### src/rtl/mem_if_pkg.sv
// Shared types for the memory-interface initiator: the buffered request
// record and the initiator FSM states.
package mem_if_pkg;

   localparam int MIF_ADDR_WIDTH = 14;
   localparam int MIF_DATA_WIDTH = 16;
   localparam int MIF_RD_WIDTH   = 8;

   typedef struct packed {
      logic                      write;
      logic [MIF_ADDR_WIDTH-1:0] addr;
      logic [MIF_DATA_WIDTH-1:0] wdata;
   } mem_req_t;

   typedef enum logic {
      IDLE = 1'b0,
      BUSY = 1'b1
   } mif_state_e;

endpackage

### src/rtl/mem_req_fifo.sv
// Request FIFO between the client port and the initiator FSM; pointers carry
// an extra wrap bit so full and empty are told apart without a counter.
module mem_req_fifo
   import mem_if_pkg::*;
#(
   parameter int FIFO_DEPTH = 4
) (
   input  logic     clk,
   input  logic     reset,
   input  logic     push,
   input  logic     pop,
   input  mem_req_t din,
   output mem_req_t dout,
   output logic     full,
   output logic     empty
);

   localparam int PTR_W = $clog2(FIFO_DEPTH);

   mem_req_t       mem [FIFO_DEPTH];
   logic [PTR_W:0] wr_ptr;
   logic [PTR_W:0] rd_ptr;
   logic           do_push;
   logic           do_pop;

   assign full    = (wr_ptr[PTR_W] != rd_ptr[PTR_W]) &&
                    (wr_ptr[PTR_W-1:0] == rd_ptr[PTR_W-1:0]);
   assign empty   = (wr_ptr == rd_ptr);
   assign do_push = push && !full;
   assign do_pop  = pop && !empty;
   assign dout    = mem[rd_ptr[PTR_W-1:0]];

   always_ff @(posedge clk or posedge reset) begin
      if (reset) begin
         wr_ptr <= '0;
         rd_ptr <= '0;
      end else begin
         if (do_push) wr_ptr <= wr_ptr + (PTR_W+1)'(1);
         if (do_pop)  rd_ptr <= rd_ptr + (PTR_W+1)'(1);
      end
   end

   // Storage needs no reset: only entries between the pointers are ever read.
   always_ff @(posedge clk) begin
      if (do_push) mem[wr_ptr[PTR_W-1:0]] <= din;
   end

endmodule

### src/rtl/mem_req_initiator.sv
// Memory request initiator: buffers client commands, issues them to the
// memory one at a time, and returns read data or a timeout error.
//
// state | meaning
// IDLE  | no transaction on the memory port; pops the FIFO head when present
// BUSY  | re/we asserted, waiting for mem_resp or the timeout count
module mem_req_initiator
   import mem_if_pkg::*;
#(
   parameter int DATA_WIDTH     = MIF_DATA_WIDTH,
   parameter int RD_WIDTH       = MIF_RD_WIDTH,
   parameter int ADDR_WIDTH     = MIF_ADDR_WIDTH,
   parameter int FIFO_DEPTH     = 4,
   parameter int TIMEOUT_CYCLES = 64
) (
   input  logic                  clk,
   input  logic                  reset,
   input  logic                  req_valid,
   output logic                  req_ready,
   input  logic                  req_write,
   input  logic [ADDR_WIDTH-1:0] req_addr,
   input  logic [DATA_WIDTH-1:0] req_wdata,
   output logic                  re,
   output logic                  we,
   output logic [ADDR_WIDTH-1:0] addr,
   output logic [DATA_WIDTH-1:0] datafrommif,
   input  logic [RD_WIDTH-1:0]   datatomif,
   input  logic                  mem_resp,
   output logic                  rsp_valid,
   output logic                  rsp_write,
   output logic [RD_WIDTH-1:0]   rsp_rdata,
   output logic                  rsp_err,
   output logic                  busy
);

   localparam int CNT_W = $clog2(TIMEOUT_CYCLES);
   localparam logic [CNT_W-1:0] CNT_LAST = CNT_W'(TIMEOUT_CYCLES - 1);

   mif_state_e            state, state_nxt;
   logic [CNT_W-1:0]      cnt, cnt_nxt;
   logic                  re_nxt, we_nxt;
   logic [ADDR_WIDTH-1:0] addr_nxt;
   logic [DATA_WIDTH-1:0] wdata_nxt;
   logic                  rsp_valid_nxt, rsp_write_nxt, rsp_err_nxt;
   logic [RD_WIDTH-1:0]   rsp_rdata_nxt;

   mem_req_t req_in;
   mem_req_t head;
   logic     fifo_full, fifo_empty, fifo_pop;

   assign req_in    = '{write: req_write, addr: req_addr, wdata: req_wdata};
   assign req_ready = !fifo_full;
   assign busy      = (state != IDLE) || !fifo_empty;

   mem_req_fifo #(.FIFO_DEPTH(FIFO_DEPTH)) u_fifo (
      .clk   (clk),
      .reset (reset),
      .push  (req_valid && req_ready),
      .pop   (fifo_pop),
      .din   (req_in),
      .dout  (head),
      .full  (fifo_full),
      .empty (fifo_empty)
   );

   always_ff @(posedge clk or posedge reset) begin
      if (reset) begin
         state       <= IDLE;
         cnt         <= '0;
         re          <= 1'b0;
         we          <= 1'b0;
         addr        <= '0;
         datafrommif <= '0;
         rsp_valid   <= 1'b0;
         rsp_write   <= 1'b0;
         rsp_rdata   <= '0;
         rsp_err     <= 1'b0;
      end else begin
         state       <= state_nxt;
         cnt         <= cnt_nxt;
         re          <= re_nxt;
         we          <= we_nxt;
         addr        <= addr_nxt;
         datafrommif <= wdata_nxt;
         rsp_valid   <= rsp_valid_nxt;
         rsp_write   <= rsp_write_nxt;
         rsp_rdata   <= rsp_rdata_nxt;
         rsp_err     <= rsp_err_nxt;
      end
   end

   always_comb begin
      state_nxt     = state;
      cnt_nxt       = cnt;
      re_nxt        = re;
      we_nxt        = we;
      addr_nxt      = addr;
      wdata_nxt     = datafrommif;
      rsp_valid_nxt = 1'b0;
      rsp_write_nxt = rsp_write;
      rsp_rdata_nxt = rsp_rdata;
      rsp_err_nxt   = rsp_err;
      fifo_pop      = 1'b0;
      case (state)
         IDLE: begin
            if (!fifo_empty) begin
               fifo_pop  = 1'b1;
               addr_nxt  = head.addr;
               if (head.write) wdata_nxt = head.wdata;
               we_nxt    = head.write;
               re_nxt    = !head.write;
               cnt_nxt   = '0;
               state_nxt = BUSY;
            end
         end
         BUSY: begin
            if (mem_resp) begin
               re_nxt        = 1'b0;
               we_nxt        = 1'b0;
               rsp_valid_nxt = 1'b1;
               rsp_write_nxt = we;
               rsp_err_nxt   = 1'b0;
               rsp_rdata_nxt = we ? '0 : datatomif;
               state_nxt     = IDLE;
            end else if (cnt == CNT_LAST) begin
               re_nxt        = 1'b0;
               we_nxt        = 1'b0;
               rsp_valid_nxt = 1'b1;
               rsp_write_nxt = we;
               rsp_err_nxt   = 1'b1;
               rsp_rdata_nxt = '0;
               state_nxt     = IDLE;
            end else begin
               cnt_nxt = cnt + CNT_W'(1);
            end
         end
         default: state_nxt = IDLE;
      endcase
   end

endmodule

### config.mk
export PLATFORM = sky130hd
export DESIGN_NAME = mem_req_initiator
export DESIGN_NICKNAME = d
export VERILOG_FILES = /design/src/rtl/mem_if_pkg.sv /design/src/rtl/mem_req_fifo.sv /design/src/rtl/mem_req_initiator.sv
export SDC_FILE = /design/constraint.sdc
export NUM_CORES = 1
export LEC_CHECK = 0
export CAP_MARGIN = 25
export CORE_MARGIN = 1.5
export CORE_UTILIZATION = 35
export CTS_BUF_LIST = sky130_fd_sc_hd__clkbuf_8
export DETAILED_ROUTE_END_ITERATION = 12
export GPL_ROUTABILITY_DRIVEN = 0
export PLACE_DENSITY = 0.62
export SYNTH_ARGS = -nofsm -noshare
export SYNTH_HDL_FRONTEND = slang
export SYNTH_SLANG_ARGS = --single-unit
export TNS_END_PERCENT = 100
### constraint.sdc
create_clock -name clk -period 2.12 [get_ports clk]
set_input_delay 0.636 -clock clk [delete_from_list [all_inputs] [get_ports clk]]
set_output_delay 0.636 -clock clk [all_outputs]
set_load 0.01 [all_outputs]
==> out/metrics.cfg <==
[global_route]
grt_pass1_wl_mm = 20.97
grt_start_max_net_pins = 34
grt_pass1_vias = 3773
grt_usage_pct = 13.96
antenna_found_initial = 1
grt-ovfl-total = 0

[floorplan]
start_util_pct = 35.57
die_y_um = 143.2
fp.dieW_um = 143.2
core_area_mm2 = 0.01933
die_area_mm2 = 0.02050
rows = 51
pin_count = 88

[worst_setup_path]
startpoint_type = flop
worstPathRequired_ns = 1.48
crit_family = flip-flops
arrival_ns = 1.52
max_stage_delay_ns = 0.42
worstPathMaxFanout = 2
worst_path_max_delay_cell = dfrtp_1
crit_path_end_kind = output pin
critPathKind = reg -> out
crit_chain = xnor2_2 -> buf_4 -> nand4_1 -> buf_2
crit_buf_inv = 2

[clock_tree]
clkSinkCount = 180
cts-buffers-inserted = 17
cts_hold_buf = 0
clockBufferDepth = 2
root_buffer = clkbuf_8
clock_latency_ns = 0.45
cts_tree = done
clkTransAtPathRegs_ns = 0.09
cts_max_level = 4

[synth]
synthCells = 337
yosysWarnings = 0
syn_avg_cell_area_um2 = 20.41
syn_area_mm2 = 0.006877
synth_fp_nets = 386
synth_cell_type_count = 39
ys_seq_elements = 180
yosysSeqAreaShare_pct = 74.53

[power]
ir_drop_mv = 0.8033
cellLeakagePower_nw = 3.215
p_per_area_mw_per_mm2 = 1456

[sta]
setup_viol = 1
max_slew_margin_pct = 77.03
finalWorstSetupSlack_ns = -0.03466
tightest_slew_ns = 0.3446
finalClockSkew_ns = 0.01336
period_minus_slack_ns = 2.155
rsz0062_at_grt = yes
slew_violations = 0
hold_violations = 0
max_clock_freq_mhz = 464.1
min_period_over_period_pct = 101.6

[cells_and_area]
multi_input_area_mm2 = 0.001683
final_area_mm2 = 0.008807
areaGrowthSynthToFinish_pct = 28.08
fill_cells = 1679
drive_above_1_share_pct = 31.32
stdcell_count = 745
seq_area_mm2 = 0.005130
fin_nets = 515

[run_status]
status = finished, violations left
violations = negative setup slack

[drt]
via_per_inst = 4.722
drt-initial-drc-count = 177
routed_wl_mm = 13.12
first_pass_iters = 4
dr_total_vias = 3518
wl_per_cell_um = 17.61
drc_errors = 0
drtAntennaViolNets = 0

[place]
port_buffers = 87
placed_area_mm2 = 0.008277
dp_slack_ns = -0.1157
dp.cells = 702
dp_hpwl_mm = 8.809

[flow_run]
maxCapViolCount = 0

[worst_hold_path]
hp-class = in -> async

synth_stat cells:
cell      number  area [um2]
a22o_1         9       78.83
o21ai_2        1       8.760
nand4_1        1       6.260
xnor2_1        3       26.28
ha_1           6       75.07
edfxtp_1     124        3724
a31oi_1        1       6.260
clkbuf_1       6       22.52
nor3_1         1       5.000
nand2_4        1       11.26
or4_1          1       7.510
a32o_1         1       10.01
nand3_1        5       25.02
nand4b_1       1       8.760
nand2_1        5       18.77
mux4_2        31       698.2
xnor2_2        2       32.53
buf_6          2       22.52
a311oi_1       1       8.760
o21ai_0        3       15.01
nor2_1         5       18.77
and3_1         1       6.260
o31ai_1        1       7.510
o21a_1         1       7.510
mux2_4         9       135.1
xor2_1         3       26.28
nor2b_1        1       6.260
mux2_2        23       259.0
a21oi_1        5       25.02
dfrtp_1       56        1401
and3b_1        2       17.52
inv_1          9       33.78
buf_2          6       30.03
nor3b_1        1       7.510
a41oi_1        2       17.52
a41o_1         1       10.01
a31oi_4        1       21.27
o21ba_2        1       10.01
and2_1         4       25.02
repair_timing:
item	in CTS	in global routing
hold endpoints to repair	0	0
buffers inserted	9	1
pin swaps	4	2
setup endpoints to repair	2	9
gates resized for setup	12	7
stage by stage:
| stage | utilization [%] | power (mW) | hold WS, ns | setup TNS [ns] |
|---|---|---|---|---|
| 6_report | 45.55 | 12.82 | 0.4596 | -0.03466 |
| 5_1_grt | 45.54 | 13.60 | 0.4676 | -0.1603 |
| 3_3_place_gp | 42.81 | 10.10 | 0.4886 | -13.29 |
| 2_1_floorplan | - | 8.197 | 0.4837 | 0 |
| 3_5_place_dp | 42.81 | 10.21 | 0.4897 | -9.756 |
| 4_1_cts | 45.33 | 12.89 | 0.4325 | -0.04782 |
power by group:
part | internal, mW | total (mW) | switching (mW)
clock network | 1.18 | 2.42 | 1.24
registers | 4.86 | 5.28 | 0.414
logic | 2.91 | 5.12 | 2.21
total | 8.96 | 12.8 | 3.86
logic make-up after synthesis:
logic type | count (synthesis) | synth area share (%)
flops | 180 | 74.53
mux | 63 | 15.88
simple gates | 29 | 2.384
compound gates | 28 | 3.293
buf+inv | 23 | 1.583
xor+xnor | 8 | 1.237
fa+ha+maj | 6 | 1.092
final timing paths:
| check | to | startpoint | depth (start not counted) | slack (ns) |
|---|---|---|---|---|
| min | datafrommif[13] | reset | 2 | 0.46 |
| max reg2reg | u_fifo.mem[3][28] | u_fifo.rd_ptr[0] | 8 | 0.11 |
| min in group clk | rsp_rdata[4] | rsp_rdata[4] | 1 | 0.51 |
| min reg2reg | rsp_rdata[4] | rsp_rdata[4] | 1 | 0.51 |
| max | busy | u_fifo.wr_ptr[0] | 4 | -0.03 |
| max in group asynchronous | addr[6] | reset | 3 | 1.09 |
flip-flops by register name (all words and copies together) (netlist names), 3 cells and up:
name / flops
rsp_rdata: 8
addr: 14
datafrommif: 16
u_fifo.mem: 124
cnt: 6
u_fifo.rd_ptr: 3
u_fifo.wr_ptr: 3
final cells by class:
type / count / area share (%)
Antenna cell: 1 / 0.02841
Clock buffer: 17 / 2.657
Clock inverter: 15 / 2.032
Inverter: 9 / 0.3836
Multi-Input combinational cell: 134 / 19.11
Sequential cell: 180 / 58.25
Tap cell: 265 / 3.765
Timing Repair Buffer: 124 / 13.78
per-layer routing:
metal	share of wire, %	routed length, um	vias to the layer above	track usage (%)
li1	-	-	1588	-
met1	43	5698	1827	17.94
met2	50	6624	94	22.86
met3	5.1	665	9	4.058
met4	0.97	127	0	4.395
met5	0	0	-	0
cell usage in the layout, fill, tap and decap left out, types with 6 or more instances in the layout:
master / n
edfxtp_1: 124
clkdlybuf4s50_1: 84
dfrtp_1: 52
mux4_2: 31
buf_4: 31
mux2_2: 23
clkbuf_8: 17
inv_1: 9
a22o_1: 9
mux2_4: 9
ha_1: 6
Power figures use the tool's default switching activity.
